[src/rtl/sram_like_arbiter_if.sv]
`default_nettype none
// sram_like_arbiter_if: master-side and slave-side SRAM-like bus bundle for the arbiter.
// Revision 1.0
interface sram_like_arbiter_if #(
  parameter int N_MASTERS = 2,
  parameter int ADDR_W    = 32,
  parameter int DATA_W    = 32
);
  logic [N_MASTERS-1:0]            m_req;
  logic [N_MASTERS-1:0]            m_wr;
  logic [2*N_MASTERS-1:0]          m_size;
  logic [ADDR_W*N_MASTERS-1:0]     m_addr;
  logic [(DATA_W/8)*N_MASTERS-1:0] m_wstrb;
  logic [DATA_W*N_MASTERS-1:0]     m_wdata;
  logic [N_MASTERS-1:0]            m_addr_ok;
  logic [N_MASTERS-1:0]            m_data_ok;
  logic [DATA_W-1:0]               m_rdata;

  logic                            s_req;
  logic                            s_wr;
  logic [1:0]                      s_size;
  logic [ADDR_W-1:0]               s_addr;
  logic [DATA_W/8-1:0]             s_wstrb;
  logic [DATA_W-1:0]               s_wdata;
  logic                            s_addr_ok;
  logic                            s_data_ok;
  logic [DATA_W-1:0]               s_rdata;

  // Arbiter view: serves the masters, drives the slave request channel.
  modport slave (
    input  m_req, m_wr, m_size, m_addr, m_wstrb, m_wdata,
    output m_addr_ok, m_data_ok, m_rdata,
    output s_req, s_wr, s_size, s_addr, s_wstrb, s_wdata,
    input  s_addr_ok, s_data_ok, s_rdata
  );

  // Environment view: masters and the memory slave around the arbiter.
  modport master (
    output m_req, m_wr, m_size, m_addr, m_wstrb, m_wdata,
    input  m_addr_ok, m_data_ok, m_rdata,
    input  s_req, s_wr, s_size, s_addr, s_wstrb, s_wdata,
    output s_addr_ok, s_data_ok, s_rdata
  );
endinterface
`default_nettype wire

[src/rtl/sram_like_arbiter.sv]
`default_nettype none
// sram_like_arbiter: N-master to 1-slave SRAM-like arbiter with in-order ID tracking.
// Revision 1.0
module sram_like_arbiter #(
  parameter int N_MASTERS = 2,
  parameter int ADDR_W    = 32,
  parameter int DATA_W    = 32,
  parameter int MAX_OUTST = 4,
  parameter int RR_MODE   = 1
) (
  input  wire                             clk,
  input  wire                             resetn,
  sram_like_arbiter_if.slave              bus,
  output logic [$clog2(MAX_OUTST+1)-1:0]  outst_cnt,
  output logic                            proto_err
);
  localparam int IDW = (N_MASTERS > 1) ? $clog2(N_MASTERS) : 1;
  localparam int PW  = (MAX_OUTST > 1) ? $clog2(MAX_OUTST) : 1;
  localparam int CW  = $clog2(MAX_OUTST + 1);
  localparam int SW  = DATA_W / 8;

  logic           lock_vld;
  logic [IDW-1:0] lock_id;
  logic [IDW-1:0] rr_ptr;
  logic [IDW-1:0] sel;
  logic [IDW-1:0] gnt;
  logic [IDW-1:0] head_id;
  logic [PW-1:0]  wr_ptr;
  logic [PW-1:0]  rd_ptr;
  logic [IDW-1:0] id_fifo [MAX_OUTST];
  logic           gnt_req;
  logic           full;
  logic           empty;
  logic           push;
  logic           pop;

  function automatic logic [IDW-1:0] wrap_id(input logic [IDW-1:0] base, input int off);
    int s;
    s = int'(base) + off;
    if (s >= N_MASTERS) s = s - N_MASTERS;
    return IDW'(s);
  endfunction

  // Descending scan so the candidate closest to the start point wins.
  always_comb begin
    sel = '0;
    for (int k = N_MASTERS - 1; k >= 0; k--) begin
      if (RR_MODE != 0) begin
        if (bus.m_req[wrap_id(rr_ptr, k)]) sel = wrap_id(rr_ptr, k);
      end else if (bus.m_req[k]) begin
        sel = IDW'(k);
      end
    end
  end

  assign gnt = lock_vld ? lock_id : sel;

  always_comb begin
    gnt_req     = 1'b0;
    bus.s_wr    = 1'b0;
    bus.s_size  = '0;
    bus.s_addr  = '0;
    bus.s_wstrb = '0;
    bus.s_wdata = '0;
    for (int i = 0; i < N_MASTERS; i++) begin
      if (gnt == IDW'(i)) begin
        gnt_req     = bus.m_req[i];
        bus.s_wr    = bus.m_wr[i];
        bus.s_size  = bus.m_size[2*i +: 2];
        bus.s_addr  = bus.m_addr[ADDR_W*i +: ADDR_W];
        bus.s_wstrb = bus.m_wstrb[SW*i +: SW];
        bus.s_wdata = bus.m_wdata[DATA_W*i +: DATA_W];
      end
    end
  end

  assign full        = (outst_cnt == CW'(MAX_OUTST));
  assign empty       = (outst_cnt == '0);
  assign bus.s_req   = resetn & gnt_req & ~full;
  assign push        = bus.s_req & bus.s_addr_ok;
  assign pop         = resetn & bus.s_data_ok & ~empty;
  assign head_id     = id_fifo[rd_ptr];
  assign bus.m_rdata = bus.s_rdata;

  always_comb begin
    bus.m_addr_ok = '0;
    bus.m_data_ok = '0;
    for (int i = 0; i < N_MASTERS; i++) begin
      bus.m_addr_ok[i] = push & (gnt == IDW'(i));
      bus.m_data_ok[i] = pop & (head_id == IDW'(i));
    end
  end

  always_ff @(posedge clk or negedge resetn) begin
    if (!resetn) begin
      lock_vld  <= 1'b0;
      lock_id   <= '0;
      rr_ptr    <= '0;
      wr_ptr    <= '0;
      rd_ptr    <= '0;
      outst_cnt <= '0;
      proto_err <= 1'b0;
    end else begin
      // A locked master that withdraws its request breaks the hold-until-accept rule.
      if (lock_vld && !gnt_req) begin
        lock_vld  <= 1'b0;
        proto_err <= 1'b1;
      end else if (bus.s_req && !bus.s_addr_ok) begin
        lock_vld <= 1'b1;
        lock_id  <= gnt;
      end else if (push) begin
        lock_vld <= 1'b0;
      end

      if (bus.s_data_ok && empty) proto_err <= 1'b1;

      if (push) begin
        wr_ptr <= (wr_ptr == PW'(MAX_OUTST - 1)) ? '0 : wr_ptr + PW'(1);
        if (RR_MODE != 0) rr_ptr <= wrap_id(gnt, 1);
      end
      if (pop) rd_ptr <= (rd_ptr == PW'(MAX_OUTST - 1)) ? '0 : rd_ptr + PW'(1);

      if (push && !pop)      outst_cnt <= outst_cnt + CW'(1);
      else if (pop && !push) outst_cnt <= outst_cnt - CW'(1);
    end
  end

  always_ff @(posedge clk) begin
    if (push) id_fifo[wr_ptr] <= gnt;
  end
endmodule
`default_nettype wire

[src/flat_wrapper.sv]
// flat-port wrapper written by rule: the top's interface ports become plain ports
module sram_like_arbiter_flat 
#(
  parameter int N_MASTERS = 2,
  parameter int ADDR_W    = 32,
  parameter int DATA_W    = 32,
  parameter int MAX_OUTST = 4,
  parameter int RR_MODE   = 1
)
  (clk, resetn, outst_cnt, proto_err, bus_m_req, bus_m_wr, bus_m_size, bus_m_addr, bus_m_wstrb, bus_m_wdata, bus_m_addr_ok, bus_m_data_ok, bus_m_rdata, bus_s_req, bus_s_wr, bus_s_size, bus_s_addr, bus_s_wstrb, bus_s_wdata, bus_s_addr_ok, bus_s_data_ok, bus_s_rdata);
  sram_like_arbiter_if #(.N_MASTERS(N_MASTERS), .ADDR_W(ADDR_W), .DATA_W(DATA_W)) bus_i ();
  input  wire clk;
  input  wire resetn;
  output logic [$clog2(MAX_OUTST+1)-1:0] outst_cnt;
  output logic proto_err;
  input wire logic [$bits(bus_i.m_req)-1:0] bus_m_req;
  input wire logic [$bits(bus_i.m_wr)-1:0] bus_m_wr;
  input wire logic [$bits(bus_i.m_size)-1:0] bus_m_size;
  input wire logic [$bits(bus_i.m_addr)-1:0] bus_m_addr;
  input wire logic [$bits(bus_i.m_wstrb)-1:0] bus_m_wstrb;
  input wire logic [$bits(bus_i.m_wdata)-1:0] bus_m_wdata;
  output wire logic [$bits(bus_i.m_addr_ok)-1:0] bus_m_addr_ok;
  output wire logic [$bits(bus_i.m_data_ok)-1:0] bus_m_data_ok;
  output wire logic [$bits(bus_i.m_rdata)-1:0] bus_m_rdata;
  output wire logic [$bits(bus_i.s_req)-1:0] bus_s_req;
  output wire logic [$bits(bus_i.s_wr)-1:0] bus_s_wr;
  output wire logic [$bits(bus_i.s_size)-1:0] bus_s_size;
  output wire logic [$bits(bus_i.s_addr)-1:0] bus_s_addr;
  output wire logic [$bits(bus_i.s_wstrb)-1:0] bus_s_wstrb;
  output wire logic [$bits(bus_i.s_wdata)-1:0] bus_s_wdata;
  input wire logic [$bits(bus_i.s_addr_ok)-1:0] bus_s_addr_ok;
  input wire logic [$bits(bus_i.s_data_ok)-1:0] bus_s_data_ok;
  input wire logic [$bits(bus_i.s_rdata)-1:0] bus_s_rdata;
  assign bus_i.m_req = bus_m_req;
  assign bus_i.m_wr = bus_m_wr;
  assign bus_i.m_size = bus_m_size;
  assign bus_i.m_addr = bus_m_addr;
  assign bus_i.m_wstrb = bus_m_wstrb;
  assign bus_i.m_wdata = bus_m_wdata;
  assign bus_m_addr_ok = bus_i.m_addr_ok;
  assign bus_m_data_ok = bus_i.m_data_ok;
  assign bus_m_rdata = bus_i.m_rdata;
  assign bus_s_req = bus_i.s_req;
  assign bus_s_wr = bus_i.s_wr;
  assign bus_s_size = bus_i.s_size;
  assign bus_s_addr = bus_i.s_addr;
  assign bus_s_wstrb = bus_i.s_wstrb;
  assign bus_s_wdata = bus_i.s_wdata;
  assign bus_i.s_addr_ok = bus_s_addr_ok;
  assign bus_i.s_data_ok = bus_s_data_ok;
  assign bus_i.s_rdata = bus_s_rdata;
  sram_like_arbiter #(.N_MASTERS(N_MASTERS), .ADDR_W(ADDR_W), .DATA_W(DATA_W), .MAX_OUTST(MAX_OUTST), .RR_MODE(RR_MODE)) u_core (.clk(clk), .resetn(resetn), .bus(bus_i), .outst_cnt(outst_cnt), .proto_err(proto_err));
endmodule
[config.mk]
export PLATFORM = sky130hd
export DESIGN_NAME = sram_like_arbiter_flat
export DESIGN_NICKNAME = d
export VERILOG_FILES = /design/src/rtl/sram_like_arbiter_if.sv /design/src/rtl/sram_like_arbiter.sv /design/src/flat_wrapper.sv
export SDC_FILE = /design/constraint.sdc
export NUM_CORES = 1
export LEC_CHECK = 0
export BUFFER_PORTS_ARGS = -buffer_cell sky130_fd_sc_hd__buf_2
export CORE_AREA = 2 2 115 117
export DETAILED_ROUTE_END_ITERATION = 10
export DIE_AREA = 0 0 117 119
export PLACE_DENSITY = 0.53
export SYNTH_ARGS = -nofsm -noshare
export SYNTH_HDL_FRONTEND = slang
export SYNTH_SLANG_ARGS = --single-unit
[constraint.sdc]
create_clock -name clk -period 2.5 [get_ports clk]
set_input_delay 0.25 -clock clk [delete_from_list [all_inputs] [get_ports clk]]
set_output_delay 0.25 -clock clk [all_outputs]
set_load 0.01 [all_outputs]
# Word level (Yosys, flattened, before mapping)
# Memories as Yosys holds them, arrays and structs flattened.
# Cells that the tools add are included.
# W data, S select, Z words.
# totals
out_inout_bits,112
reg_bits,11
n_memories,1
in_bits,180
ramBits,4
wordCells,80
# classes
add_sub_neg,9
n_eq_ne,3
magnitude_cmp,5
n_reduce_logical,14
bitwise_logic,14
n_mux,27
# mem_list
memory,depth,word_bits,read_ports,rd_ports_with_merged_regs,wr,line_no,source
u_core.id_fifo,4,1,1,0,1,sram_like_arbiter.sv:30,logic [IDW-1:0] id_fifo [MAX_OUTST];
# op_table
cell,count
$mux W32,2
$mux W1,19
$and A1 B1 Y1,9
$mux W2,3
$mux W3,2
$logic_and A1 B1 Y1,5
$not A1 Y1,5
$add A1 B1 Y2 const B,2
$add A2 B1 Y2 const B,2
$eq A2 B2 Y1 const B,2
$ge A2 B2 Y1 const B,2
$logic_not A1 Y1,4
$lt A1 B2 Y1 const B,2
$mux W4,1
$reduce_bool A2 Y1,2
$add A3 B1 Y3 const B,1
$eq A3 B3 Y1 const B,1
$logic_not A3 Y1,1
$reduce_bool A3 Y1,1
$sub A1 B1 Y1 const B,3
$sub A3 B1 Y3 const B,1
$ge A1 B2 Y1 const B,1
$reduce_and A2 Y1,1

# Logic depth before layout (Yosys ltp)
# logic_depth
word_depth,16
mapped_depth,9
mapped_depth_nobuf,9

# Worst setup path after synthesis
# Ideal clock, no wire load.
# synth_timing
kind,reg-to-reg
startpoint,register u_core.outst_cnt[0]
endpoint,register u_core.outst_cnt[2]
arrival_ns,2.055
t_required_ns,2.421
period_less_slack_ns,2.134
setup_slack_ns,0.366
n_path_buf,0
stages_incl_launch_ff,10
path_cell_list,dfrtp_1 or3b_1 nand3_2 nor3_4 ha_1 inv_1 fa_1 xor2_1 nor2_1 xor2_1
# synth_via
elab_chain_cells,7
elab_cells_between_ends,16
# synth_lines
item,line_no,source
start: declaration,sram_like_arbiter.sv:14,"output logic [$clog2(MAX_OUTST+1)-1:0] outst_cnt,"
start signal: assignment,sram_like_arbiter.sv:123,if (push && !pop) outst_cnt <= outst_cnt + CW'(1);
start signal: assignment,sram_like_arbiter.sv:124,else if (pop && !push) outst_cnt <= outst_cnt - CW'(1);
$eq A3 B3 Y1 *,sram_like_arbiter.sv:77,assign full = (outst_cnt == CW'(MAX_OUTST));
$not A1 Y1 *,sram_like_arbiter.sv:79,assign bus.s_req = resetn & gnt_req & ~full;
$and A1 B1 Y1 *,sram_like_arbiter.sv:79,
$and A1 B1 Y1 *,sram_like_arbiter.sv:80,assign push = bus.s_req & bus.s_addr_ok;
net u_core.push,sram_like_arbiter.sv:34,logic push;
$logic_not A1 Y1,sram_like_arbiter.sv:124,
$logic_and A1 B1 Y1,sram_like_arbiter.sv:124,
$reduce_bool A2 Y1 (no source line),-,
# The timed path passes the listed nets; every way through them passes the cells marked *. The select of a mux whose other input is x is not followed.
# A chain may end at the register's enable or synchronous reset.

# Final worst setup path
# layout_timing
startpoint,input port resetn
endpoint,register u_core.outst_cnt[2]
# layout_via
elab_chain_cells,6
elab_cells_between_ends,11
# layout_lines
item,line_no,source
start: declaration,flat_wrapper.sv:13,input wire resetn;
$and A1 B1 Y1 (2 in series),sram_like_arbiter.sv:79,
$and A1 B1 Y1,sram_like_arbiter.sv:80,
$logic_not A1 Y1,sram_like_arbiter.sv:124,
$logic_and A1 B1 Y1,sram_like_arbiter.sv:124,
$reduce_bool A2 Y1 (no source line),-,
# Several ways; a longest one is shown, not always the timed one.

==> impl_metrics.toml <==
[outcome]
outcome = "complete, no violations"

[worst_setup_path]
cp_max_fo = 14
arrival_ns = 2.45
end_kind = "flop"
worst-setup-path-type = "in2reg"
cpMostUsedCell = "xor2_1"
crit_chain = "dlygate4sd3_1 > buf_2 > buf_4 > nand3b_1 > ha_1 > inv_1 > fa_1 > xor2_1 > nor2_1 > xor2_1"
crit_path_max_incr_delay_ns = 0.53
slowest_stage = "dlygate4sd3_1"
start_kind = "primary input"
worstPathRequired_ns = 2.66

[power]
power_density_nw_per_um2 = 764
cellLeakagePower_uw = 0.00160
vdd_ir_drop_max_uv = 462

[cells_and_area]
fin_cells = 550
layout_commonest_cell = "buf_2"
final_cell_mix = "buf_2 (227), mux2_2 (39), mux2_1 (35)"
insertedDiodeCount = 0
drive_gt1_frac = 0.749
layout.nets = 562
area_delta_synth_final_pct = 61.0
final_util = 0.243

[global_route]
grt_max_degree = 78
grt_pass1_vias = 1873
grt_pass1_wl_um = 9800
track_usage = 0.0926
antenna_found_initial = 0
grt_overflow_total = 0

[route]
routed-wl-met2_um = 3580
wl_met1_um = 3420
first_pass_iters = 3
highest_layer = "met3"
avgRoutedWirePerCell_um = 13.9
ant_nets = 0
drt_iter0_markers = 29
drc = 0
wl_met3_um = 645
routed_wl_um = 7650
vias = 2061
vias_per_cell = 3.75

[die]
ios = 292
core-area_um2 = 12900
placementRows = 42
dieHeight_um = 119
die_x_um = 117
start_util = 0.151
die_area_um2 = 13900

[sta]
slew_headroom = 0.722
fin_setup_tns_ns = 0
worstMarginPinSlew_ns = 0.417
hold_ws_ns = 0.269
min_period_over_period = 0.918
rsz0062_at_grt = "no"
hold_viol_final = 0
fmax_mhz = 436
fin_worst_skew_ns = 0.000537
drv_slew = 0
setup_viol = 0
fin_crit_ns = 2.30
setup_ws_ns = 0.204

[synth]
yosys_register_bits = 15
synth_edf_count = 4
syn_area_um2 = 1940
ys_types = 33
synth.yosys.seq_area_share = 0.204
synthCells = 178
syn_nets = 365
yosysTopAreaCell = "mux2_2"
yosys_warnings = 0
synthFlopType = "dfrtp_1"
synthTopCellsByArea = "mux2_2 (23%), mux2_1 (20%), dfrtp_1 (14%), buf_4 (12%), edfxtp_1 (6.2%)"
postSynthAreaPerCell_um2 = 10.9
synthArstFlopShare = 0.733
netlist.area_leader.share = 0.226

[place]
io_buffers = 227
hpwl_um = 6800
preCtsSetupSlack_ns = 0.189
gp_congestion = 0.803
dp.cells = 543

[cts]
cts_sinks = 15
htree_levels = 1
cts_buffers = 3
cts-root-buf = "clkbuf_16"
cts_tree = "yes"
clkTransAtPathRegs_ns = 0.05
post_cts_resized = 0
cts_buffer_depth = 2
clk-insertion-delay-late_ns = 0.24

[min_path]
min_path_type = "in2reg"

[job]
drv_cap = 0
## kinds of logic after synthesis
family,count (synthesis),synth area share
xor gates and xnor gates,3,0.0136
buffers and inverters,44,0.168
AOI/OAI and AO/OA,5,0.0206
muxes,78,0.462
adders and majority gates,7,0.0490
and+or+nand+nor,26,0.0826
DFF,15,0.204
## power by group
group / leakage [uW] / switching [uW] / internal (uW) / total (uW)
registers: 0.000164 / 88.5 / 348 / 437
clock network: 0.0000382 / 86.5 / 215 / 302
logic: 0.00140 / 819 / 827 / 1650
## layer usage
metal,GRT usage,vias to the layer above
li1,-,992
met1,0.127,963
met2,0.157,106
met3,0.0168,0
met4,0.00662,0
met5,0,-
## flip-flops by register name (all words and copies together) (netlist names)
| name | flops |
|---|---|
| u_core.lock_id | 1 |
| u_core.lock_vld | 1 |
| u_core.rd_ptr | 2 |
| u_core.rr_ptr | 1 |
| u_core.outst_cnt | 3 |
| u_core.wr_ptr | 2 |
| u_core.proto_err | 1 |
| u_core.id_fifo | 4 |
## critical path: cells and delay by family
family	cells	cell delay [ns]
buf+inv	4	0.91
fa+ha+maj	2	0.62
simple gates	2	0.35
xor+xnor	2	0.32
## final timing paths
| check | start | endpoint | slack (ns) | cells past startpoint |
|---|---|---|---|---|
| worst max-delay path | resetn | u_core.outst_cnt[2] | 0.20 | 10 |
| worst min-delay path | bus_s_data_ok | u_core.proto_err | 0.27 | 2 |
| worst max register to register | u_core.outst_cnt[0] | u_core.outst_cnt[2] | 0.30 | 9 |
| worst min register to register | u_core.proto_err | u_core.proto_err | 0.50 | 1 |
| max in group asynchronous | resetn | u_core.wr_ptr[0] | 1.85 | 3 |
| min in group asynchronous | resetn | u_core.proto_err | 0.49 | 3 |
## layout make-up
type	instances	area [um2]
Clock buffer	4	78.8
Fill cell	1372	9750
Inverter	4	15.0
Multi-Input combinational cell	119	1220
Sequential cell	15	395
Tap cell	176	220
Timing Repair Buffer	232	1190
## cell usage after synthesis, drive strengths merged (4+ instances only)
cell type	instances
and2	5
buf	40
dfrtp	11
edfxtp	4
ha	6
inv	4
mux2	76
nor2	5
nor3	4
## per-stage QoR
stage                     total power (uW)  instance area, um2
after floorplan                       1550                1940
after global placement                2070                3020
after detailed placement              2110                3020
after CTS                             2430                3110
after global routing                  2570                3120
final                                 2380                3120
## what timing repair did
action	4_1_cts	5_1_grt
setup endpoints to repair	0	1
endpoints found under the hold margin	11	0
hold buffers	1	0
buffers inserted	0	2
Power figures use the tool's default switching activity.
